File: src/rtl/vector_exec_unit_if.sv
// vector_exec_unit_if: operand/control/result bundle for vector_exec_unit.
// Signals: rdy_in, execute, length, vs1, vs2, vd_old, mask, vm, imm, rs, op, operand_type, result, status, done.
// master drives the request side and reads result/status/done; slave is the execution unit.
interface vector_exec_unit_if #(
   parameter int LEN = 32,
   parameter int VECTOR_SIZE = 8,
   parameter int ENTRY_INDEX_SIZE = 3
);
   logic rdy_in;
   logic execute;
   logic [ENTRY_INDEX_SIZE:0] length;
   logic [VECTOR_SIZE*LEN-1:0] vs1;
   logic [VECTOR_SIZE*LEN-1:0] vs2;
   logic [VECTOR_SIZE*LEN-1:0] vd_old;
   logic [VECTOR_SIZE-1:0] mask;
   logic vm;
   logic [LEN-1:0] imm;
   logic [LEN-1:0] rs;
   logic [2:0] op;
   logic [1:0] operand_type;
   logic [VECTOR_SIZE*LEN-1:0] result;
   logic [1:0] status;
   logic done;
   modport master (
      output rdy_in, execute, length, vs1, vs2, vd_old, mask, vm, imm, rs, op, operand_type,
      input result, status, done
   );
   modport slave (
      input rdy_in, execute, length, vs1, vs2, vd_old, mask, vm, imm, rs, op, operand_type,
      output result, status, done
   );
endinterface

File: src/rtl/vector_exec_unit.sv
// vector_exec_unit: multi-cycle vector ALU processing LANE_SIZE elements per enabled cycle.
// Ports: clk (rising edge), rst (asynchronous, active-low), bus (vector_exec_unit_if.slave).
// status 00 IDLE / 01 WORKING / 10 FINISHED; done is high while FINISHED.
// Macro VEC_EXEC_MASK_EN: when defined, vm=0 lets mask bit i suppress the write of element i.
module vector_exec_unit #(
   parameter int LEN = 32,
   parameter int VECTOR_SIZE = 8,
   parameter int ENTRY_INDEX_SIZE = 3,
   parameter int LANE_SIZE = 2
) (
   input logic clk,
   input logic rst,
   vector_exec_unit_if.slave bus
);
   localparam int SH = $clog2(LEN);
   localparam int IW = ENTRY_INDEX_SIZE + 1;
   typedef enum logic [1:0] {IDLE = 2'b00, WORKING = 2'b01, FINISHED = 2'b10} state_t;
   state_t state, state_d;
   logic [IW-1:0] nxt, nxt_d, len_q, len_c;
   logic [VECTOR_SIZE*LEN-1:0] vs1_q, vs2_q, res_q;
   logic [LEN-1:0] imm_q, rs_q;
   logic [2:0] op_q;
   logic [1:0] ot_q;
`ifdef VEC_EXEC_MASK_EN
   logic [VECTOR_SIZE-1:0] mask_q;
   logic vm_q;
`endif
   logic accept, fin;
   logic [LEN-1:0] lane_val [LANE_SIZE];
   logic [ENTRY_INDEX_SIZE-1:0] lane_idx [LANE_SIZE];
   logic [LANE_SIZE-1:0] lane_we;

   function automatic logic [LEN-1:0] alu(input logic [2:0] o, input logic [LEN-1:0] a,
                                          input logic [LEN-1:0] b);
      return o == 3'd0 ? a + b : o == 3'd1 ? a - b : o == 3'd2 ? a & b : o == 3'd3 ? a | b :
             o == 3'd4 ? a ^ b : o == 3'd5 ? a << b[SH-1:0] : o == 3'd6 ? a >> b[SH-1:0] :
             ($signed(a) < $signed(b) ? a : b);
   endfunction

   assign accept = bus.rdy_in && bus.execute && bus.length != '0 && state != WORKING;
   assign len_c = bus.length > IW'(VECTOR_SIZE) ? IW'(VECTOR_SIZE) : bus.length;
   // widened by one bit so nxt+LANE_SIZE cannot wrap before the compare
   assign fin = ({1'b0, nxt} + (IW+1)'(LANE_SIZE)) >= {1'b0, len_q};
   assign bus.result = res_q;
   assign bus.status = state;
   assign bus.done = state == FINISHED;

   always_comb begin
      state_d = accept ? WORKING : state == WORKING ? (fin ? FINISHED : WORKING) : IDLE;
      nxt_d = state == WORKING ? nxt + IW'(LANE_SIZE) : '0;
   end

   // lane j handles element nxt+j; an out-of-range element is never written, so its
   // truncated index is harmless
   always_comb begin
      for (int j = 0; j < LANE_SIZE; j++) begin
         lane_idx[j] = ENTRY_INDEX_SIZE'(int'(nxt) + j);
`ifdef VEC_EXEC_MASK_EN
         lane_we[j] = (int'(nxt) + j) < int'(len_q) && (vm_q || mask_q[lane_idx[j]]);
`else
         lane_we[j] = (int'(nxt) + j) < int'(len_q);
`endif
         lane_val[j] = alu(op_q, vs2_q[lane_idx[j]*LEN +: LEN],
                           ot_q == 2'd1 ? rs_q : ot_q == 2'd2 ? imm_q : vs1_q[lane_idx[j]*LEN +: LEN]);
      end
   end

   always_ff @(posedge clk or negedge rst) begin
      if (!rst) begin
         state <= IDLE;
         nxt <= '0;
         len_q <= '0;
         vs1_q <= '0;
         vs2_q <= '0;
         res_q <= '0;
         imm_q <= '0;
         rs_q <= '0;
         op_q <= '0;
         ot_q <= '0;
`ifdef VEC_EXEC_MASK_EN
         mask_q <= '0;
         vm_q <= 1'b0;
`endif
      end else if (bus.rdy_in) begin
         state <= state_d;
         nxt <= nxt_d;
         if (accept) begin
            len_q <= len_c;
            vs1_q <= bus.vs1;
            vs2_q <= bus.vs2;
            res_q <= bus.vd_old;
            imm_q <= bus.imm;
            rs_q <= bus.rs;
            op_q <= bus.op;
            ot_q <= bus.operand_type;
`ifdef VEC_EXEC_MASK_EN
            mask_q <= bus.mask;
            vm_q <= bus.vm;
`endif
         end else if (state == WORKING) begin
            for (int j = 0; j < LANE_SIZE; j++)
               if (lane_we[j]) res_q[lane_idx[j]*LEN +: LEN] <= lane_val[j];
         end
      end
   end
endmodule

File: src/flat_wrapper.sv
// flat-port wrapper written by rule: the top's interface ports become plain ports
module vector_exec_unit_flat 
#(
   parameter int LEN = 32,
   parameter int VECTOR_SIZE = 8,
   parameter int ENTRY_INDEX_SIZE = 3,
   parameter int LANE_SIZE = 2
)
  (clk, rst, bus_rdy_in, bus_execute, bus_length, bus_vs1, bus_vs2, bus_vd_old, bus_mask, bus_vm, bus_imm, bus_rs, bus_op, bus_operand_type, bus_result, bus_status, bus_done);
  vector_exec_unit_if #(.LEN(LEN), .VECTOR_SIZE(VECTOR_SIZE), .ENTRY_INDEX_SIZE(ENTRY_INDEX_SIZE)) bus_i ();
  input logic clk;
  input logic rst;
  input wire logic [$bits(bus_i.rdy_in)-1:0] bus_rdy_in;
  input wire logic [$bits(bus_i.execute)-1:0] bus_execute;
  input wire logic [$bits(bus_i.length)-1:0] bus_length;
  input wire logic [$bits(bus_i.vs1)-1:0] bus_vs1;
  input wire logic [$bits(bus_i.vs2)-1:0] bus_vs2;
  input wire logic [$bits(bus_i.vd_old)-1:0] bus_vd_old;
  input wire logic [$bits(bus_i.mask)-1:0] bus_mask;
  input wire logic [$bits(bus_i.vm)-1:0] bus_vm;
  input wire logic [$bits(bus_i.imm)-1:0] bus_imm;
  input wire logic [$bits(bus_i.rs)-1:0] bus_rs;
  input wire logic [$bits(bus_i.op)-1:0] bus_op;
  input wire logic [$bits(bus_i.operand_type)-1:0] bus_operand_type;
  output wire logic [$bits(bus_i.result)-1:0] bus_result;
  output wire logic [$bits(bus_i.status)-1:0] bus_status;
  output wire logic [$bits(bus_i.done)-1:0] bus_done;
  assign bus_i.rdy_in = bus_rdy_in;
  assign bus_i.execute = bus_execute;
  assign bus_i.length = bus_length;
  assign bus_i.vs1 = bus_vs1;
  assign bus_i.vs2 = bus_vs2;
  assign bus_i.vd_old = bus_vd_old;
  assign bus_i.mask = bus_mask;
  assign bus_i.vm = bus_vm;
  assign bus_i.imm = bus_imm;
  assign bus_i.rs = bus_rs;
  assign bus_i.op = bus_op;
  assign bus_i.operand_type = bus_operand_type;
  assign bus_result = bus_i.result;
  assign bus_status = bus_i.status;
  assign bus_done = bus_i.done;
  vector_exec_unit #(.LEN(LEN), .VECTOR_SIZE(VECTOR_SIZE), .ENTRY_INDEX_SIZE(ENTRY_INDEX_SIZE), .LANE_SIZE(LANE_SIZE)) u_core (.clk(clk), .rst(rst), .bus(bus_i));
endmodule
File: config.mk
export PLATFORM = sky130hd
export DESIGN_NAME = vector_exec_unit_flat
export DESIGN_NICKNAME = d
export VERILOG_FILES = /design/src/rtl/vector_exec_unit_if.sv /design/src/rtl/vector_exec_unit.sv /design/src/flat_wrapper.sv
export SDC_FILE = /design/constraint.sdc
export NUM_CORES = 2
export LEC_CHECK = 0
export BUFFER_PORTS_ARGS = -buffer_cell sky130_fd_sc_hd__buf_2
export CORE_UTILIZATION = 28
export DETAILED_ROUTE_END_ITERATION = 10
export SYNTH_ARGS = -nofsm -noshare
export SYNTH_HDL_FRONTEND = slang
export SYNTH_SLANG_ARGS = --single-unit
File: constraint.sdc
create_clock -name clk -period 6.4 [get_ports clk]
set_input_delay 0.64 -clock clk [delete_from_list [all_inputs] [get_ports clk]]
set_output_delay 0.64 -clock clk [all_outputs]
set_load 0.01 [all_outputs]
# Yosys cells after proc, flatten, opt, wreduce, memory -nomap -nowiden
# Index checks and enable logic that the tools add are counted.
[totals]
regBits = 847
input_bits = 854
[op_classes]
order_cmp = 6
muxes = 34
reduce_logical = 8
n_shift = 12
n_eq_ne = 11
n_bitwise = 6
add_sub_neg = 9
[ops]
columns = ["op", "count"]
rows = [
  ["2-to-1 mux 256 bit", 7],
  ["variable part select 256 x 9 -> 32 bit", 4],
  ["2-to-1 mux 32 bit", 20],
  ["bitwise mux 256 bit", 2],
  ["variable shift 32 x 34 -> 256 bit (first input constant)", 2],
  ["variable part select 32 x 34 -> 256 bit", 2],
  ["negator 8 -> 34 bit", 2],
  ["adder 32 bit", 2],
  ["AND 32 bit", 2],
  ["less-than comparator 32 bit", 2],
  ["OR 32 bit", 2],
  ["left shift 32 x 5 -> 32 bit", 2],
  [">> shifter 32 x 5 -> 32 bit", 2],
  ["subtractor 32 bit", 2],
  ["XOR 32 bit", 2],
  ["less-than comparator 32 x 5 -> 1 bit", 1],
  ["equality test 3 bit (second input constant)", 3],
  ["2-to-1 mux 4 bit", 2],
  ["equality test 3 x 2 -> 1 bit (second input constant)", 2],
  ["2-to-1 mux 2 bit", 3],
  ["adder 4 x 1 -> 5 bit (second input constant)", 1],
  ["adder 4 x 2 -> 5 bit (second input constant)", 1],
  [">= comparator 5 x 4 -> 1 bit", 1],
  ["adder 4 x 2 -> 4 bit (second input constant)", 1],
  ["11 further kinds", 16],
]

# Logic depth before layout (Yosys ltp)
[depth]
depth_word = 22
mapped_depth = 26
mapped_depth_nobuf = 18

# Worst setup path after synthesis
# No wires, ideal clock.
[synth_timing]
path_kind = "register to register"
from = "register u_core.nxt[2]"
to = "register u_core.res_q[28], in the netlist u_core.bus.result[28]"
path_stages_with_launch = 27
t_arrival_ns = 5.668
setup_ns = 0.143
path_slack_ns = 0.589
synth_period_minus_slack_ns = 5.811
t_required_ns = 6.257
cell_sequence = "dfrtp_1 buf_2 buf_4 buf_4 buf_2 clkbuf_1 buf_2 mux4_2 nor2_1 o31ai_1 inv_1 ha_1 buf_2 nand2_1 o21ai_0 a221o_1 or3b_2 a31oi_2 or2_2 buf_2 buf_4 mux2i_1 o21ai_0 a32oi_1 a21oi_1 a221oi_1 o21ai_0"
[synth_between]
elab_chain_len = 22
[synth_lines]
columns = ["item", "line_no", "text"]
rows = [
  ["start, declared", "vector_exec_unit.sv:19", "logic [IW-1:0] nxt, nxt_d, len_q, len_c;"],
  ["start signal, assigned", "vector_exec_unit.sv:86", "nxt <= nxt_d;"],
  ["variable part select 256 x 9 -> 32 bit", "vector_exec_unit.sv:64", "ot_q == 2'd1 ? rs_q : ot_q == 2'd2 ? imm_q : vs1_q[lane_idx[j]*LEN +: LEN]);"],
  ["2-to-1 mux 32 bit (2 in a row)", "vector_exec_unit.sv:64", ""],
  ["less-than comparator 32 bit", "vector_exec_unit.sv:37", "($signed(a) < $signed(b) ? a : b);"],
  ["2-to-1 mux 32 bit", "vector_exec_unit.sv:37", ""],
  ["2-to-1 mux 32 bit (3 in a row)", "vector_exec_unit.sv:36", "o == 3'd4 ? a ^ b : o == 3'd5 ? a << b[SH-1:0] : o == 3'd6 ? a >> b[SH-1:0] :"],
  ["2-to-1 mux 32 bit (4 in a row)", "vector_exec_unit.sv:35", "return o == 3'd0 ? a + b : o == 3'd1 ? a - b : o == 3'd2 ? a & b : o == 3'd3 ? a | b :"],
  ["variable part select 32 x 34 -> 256 bit", "vector_exec_unit.sv:102", "if (lane_we[j]) res_q[lane_idx[j]*LEN +: LEN] <= lane_val[j];"],
  ["bitwise mux 256 bit", "vector_exec_unit.sv:102", ""],
  ["2-to-1 mux 256 bit", "vector_exec_unit.sv:102", ""],
  ["2-to-1 mux 256 bit", "vector_exec_unit.sv:100", "end else if (state == WORKING) begin"],
  ["2-to-1 mux 256 bit", "vector_exec_unit.sv:87", "if (accept) begin"],
  ["2-to-1 mux 256 bit", "vector_exec_unit.sv:84", "end else if (bus.rdy_in) begin"],
  ["bitwise mux 256 bit", "vector_exec_unit.sv:102", ""],
  ["2-to-1 mux 256 bit (*)", "vector_exec_unit.sv:102", ""],
  ["2-to-1 mux 256 bit (*)", "vector_exec_unit.sv:100", ""],
  ["2-to-1 mux 256 bit (*)", "vector_exec_unit.sv:87", ""],
  ["end signal, assigned", "vector_exec_unit.sv:91", "res_q <= bus.vd_old;"],
  ["end signal, assigned by index", "vector_exec_unit.sv:102", ""],
  ["end, declared", "vector_exec_unit.sv:20", "logic [VECTOR_SIZE*LEN-1:0] vs1_q, vs2_q, res_q;"],
]
# Every way passes the cells marked *; elsewhere a longest branch is shown, timed or not. The select of a mux whose other input is x is not followed.
# A chain may end at the register's enable or synchronous reset.

# Worst setup path after layout
[layout_timing]
from = "register u_core.nxt[1]"
to = "register u_core.res_q[197], in the netlist u_core.bus.result[197]"
# Same word-level chain as after synthesis.

==> impl_metrics.tcl <==
set metrics [dict create \
    synthesis.instances 7171 \
    final_cell_area_um2 73400 \
    setup_viol 0 \
    endpoint "u_core.bus.result[197]" \
    maxCapViolations 0 \
    synthesis.area_um2 57700 \
    cts.clk_slew.worst_paths_ns 0.06 \
    slew_headroom_pct 1.86 \
    ys.flop_type "dfrtp_1" \
    pre_cts_slack_ns 0.0298 \
    r2r-start "u_core.nxt[1]" \
    die_w_um 456 \
    regToRegSetupSlack_ns 0.16 \
    place_hpwl_um 236000 \
    worstPathArrival_ns 6.87 \
    crit_slowest_cell "mux4_2" \
    syn_area_per_cell_um2 8.05 \
    nets 9472 \
    syn2layout_area_growth_pct 27.2 \
    grt_max_degree 217 \
    cts_sinks 846 \
    fill_cells 21300 \
    layout_min_cycle_time_ns 6.24 \
    crit_family "compound AO/OA/AOI/OAI gates" \
    cp_common_cell "buf_4" \
    coreArea_um2 205000 \
    first_iter_violations 6704 \
    critPathRequiredTime_ns 7.03 \
    core.rowCount 166 \
    wl_um 308000 \
    end_kind "flip-flop" \
    drc 0 \
    max_stage_delay_ns 0.60 \
    crit_buf_inv 5 \
    min_path_cells 3 \
    startpoint_type "flip-flop" \
    finalCritPeriodShare_pct 97.5 \
    cp.depth 21 \
    rsz0062_at_grt "yes" \
    crit_type "flip-flop to flip-flop" \
    grt.overflow.total 0 \
    cts_buffer_depth 3 \
    grtUsageTotal_pct 28.6 \
    crit_fanout 12 \
    vias 62500 \
    antenna_found_initial 43 \
    ys_seq_area_share_pct 36.7 \
    initial_utilization_pct 28.2 \
    yosys_warnings 0 \
    grt_pass1_vias 61000 \
    synth-seq-cells 846 \
    crit_chain "buf_6, mux4_2, a211oi_4, inv_2, ha_1, fa_1, nand3b_1, a21bo_2, a31oi_1, buf_4, nand4b_1, a31oi_2, or2_2, buf_4, a211oi_1, a2111o_1, a221oi_1, nand2_2, buf_12, a21oi_1, o21ai_0" \
    ios 1113 \
    vias_per_cell 5.58 \
    rr_endpoint "u_core.bus.result[197]" \
    cts_tree "built" \
    synth_fp_nets 8238 \
    tightest_slew_ns 1.46 \
    port_buffers 1103 \
    synth_edf_count 0 \
    gp_congestion 1.07 \
    worstSetupStartpoint "u_core.nxt[1]" \
    cts_buffers 99 \
    cts-root-buf "clkbuf_16" \
    htree_levels 3 \
    setup_ws_ns 0.160 \
    clock_skew_ns 0.0930 \
    synth_cell_types 91 \
    insertion_delay_ns 0.79 \
    wl_per_cell_um 27.5 \
    drive_gt1_share_pct 23.4 \
    ant_nets 0 \
    hold_viol 0 \
    fin_util_pct 35.9 \
    rr_worst_depth 21 \
    hold_path.class "input pin to flip-flop" \
    first_pass_iters 8 \
    ys_async_sr_fraction_pct 100 \
    status "finished, final reports clean" \
    chipHeight_um 456 \
    timing.fmax_mhz 160 \
    die_area_um2 208000 \
    grt_pass1_wl_um 437000 \
    placed_cell_area_um2 68200 \
    finalMaxSlewViolations 0 \
]
==> Yosys cell counts, types with 34 or more instances <==
library cell | instances | share of area [%]
nand2_1 | 2081 | 14
dfrtp_1 | 846 | 37
nor2_1 | 509 | 3.3
clkbuf_1 | 424 | 2.8
a21oi_1 | 406 | 3.5
o21ai_0 | 394 | 3.4
mux2i_1 | 305 | 5.3
nor3_1 | 243 | 2.1
ha_1 | 209 | 4.5
inv_1 | 197 | 1.3
mux4_2 | 129 | 5.0
o211ai_1 | 113 | 1.5
a221oi_1 | 108 | 1.6
o31ai_1 | 87 | 1.1
a211oi_1 | 74 | 0.96
o22ai_1 | 70 | 0.76
nand3_1 | 67 | 0.58
a22oi_1 | 54 | 0.70
a32oi_1 | 53 | 0.80
buf_2 | 52 | 0.45
a21o_1 | 51 | 0.66
a31oi_1 | 51 | 0.55
or3_1 | 47 | 0.51
xnor2_1 | 43 | 0.65
buf_1 | 42 | 0.27
or2_2 | 38 | 0.41
o221ai_1 | 34 | 0.52
==> sequential cells by signal (all words and copies together) (netlist names) <==
signal             count
u_core.ot_q            2
u_core.bus.result    256
u_core.vs2_q         256
u_core.len_q           4
u_core.nxt             3
u_core.rs_q           32
u_core.vs1_q         256
u_core.bus.status      2
u_core.imm_q          32
u_core.op_q            3
==> stage by stage <==
| stage | setup TNS, ns | hold WS, ns | cells |
|---|---|---|---|
| 2_1_floorplan | 0 | 0.344 | 7171 |
| 3_3_place_gp | 0 | 0.453 | 10800 |
| 3_5_place_dp | 0 | 0.457 | 10800 |
| 4_1_cts | 0 | 0.000228 | 11200 |
| 5_1_grt | -0.00991 | 0.0252 | 11200 |
| 6_report | 0 | 0.0703 | 11200 |
==> cell families (layout without fill, tap and decap cells) <==
kind of cell | Yosys count | after routing | synth area share [%]
AOI/OAI and AO/OA | 1739 | 1739 | 19.9
adders and majority gates | 213 | 213 | 4.67
xor gates and xnor gates | 51 | 51 | 0.787
and+or+nand+nor | 3118 | 3118 | 22.0
DFF | 846 | 846 | 36.7
buffers and inverters | 750 | 2064 | 5.22
other | 0 | 24 | 0
muxes | 454 | 454 | 10.7
==> worst reg2reg max path, cell delays in order, from the launching register on <==
cell and delay, ns:
dfrtp_4 0.51, buf_6 0.23, mux4_2 0.60, a211oi_4 0.29
inv_2 0.15, ha_1 0.25, fa_1 0.45, nand3b_1 0.23
a21bo_2 0.26, a31oi_1 0.31, buf_4 0.18, nand4b_1 0.25
a31oi_2 0.33, or2_2 0.20, buf_4 0.27, a211oi_1 0.13
a2111o_1 0.47, a221oi_1 0.35, nand2_2 0.25, buf_12 0.20
a21oi_1 0.11, o21ai_0 0.09
==> layout make-up <==
type,instances,area (um2),share of cell area [%]
Clock buffer,138,2870,3.91
Inverter,205,771,1.05
Timing Repair Buffer,1678,10700,14.6
Clock inverter,43,568,0.774
Tap cell,2688,3360,4.58
Sequential cell,846,21200,28.9
Antenna cell,24,60.1,0.0818
Multi-Input combinational cell,5575,33800,46.1
==> worst min path at each step <==
stage                           startpoint              endpoint  slack [ns]
after detailed placement  u_core.imm_q[10]      u_core.imm_q[10]        0.46
final                          bus_vs1[58]      u_core.vs1_q[58]        0.07
after global routing           bus_vs1[82]      u_core.vs1_q[82]        0.03
after floorplan                        rst  u_core.bus.result[0]        0.34
after global placement    u_core.vs1_q[25]      u_core.vs1_q[25]        0.45
after CTS                      bus_vs1[52]      u_core.vs1_q[52]      0.0002
==> metal layers <==
layer	part of all wire, %	vias up	global-route usage [%]
met5	0.032	-	0
met4	7.3	12	18.4
met3	8.2	799	6.44
met1	39	30700	35.2
met2	45	3328	45.0
li1	-	27700	-
==> repair_timing <==
item | CTS | global route
resized for setup | 2 | 13
hold buffers | 163 | 0
pin swaps | 0 | 1
endpoints found under the setup margin | 6 | 138
setup buffers | 0 | 7
hold endpoints to repair | 230 | 0
==> cell usage in the layout, fill, tap and decap left out, types with 163 or more instances in the layout <==
cell,count
ha_1,209
o21ai_0,391
dlygate4sd3_1,163
buf_2,1102
nor3_1,235
dfrtp_1,839
mux2i_1,305
nand2_1,2076
a21oi_1,404
nor2_1,499
buf_4,372
inv_1,194
Power is not shown: default switching activity piles up to over one toggle a cycle in this logic, so the estimate is an artifact.
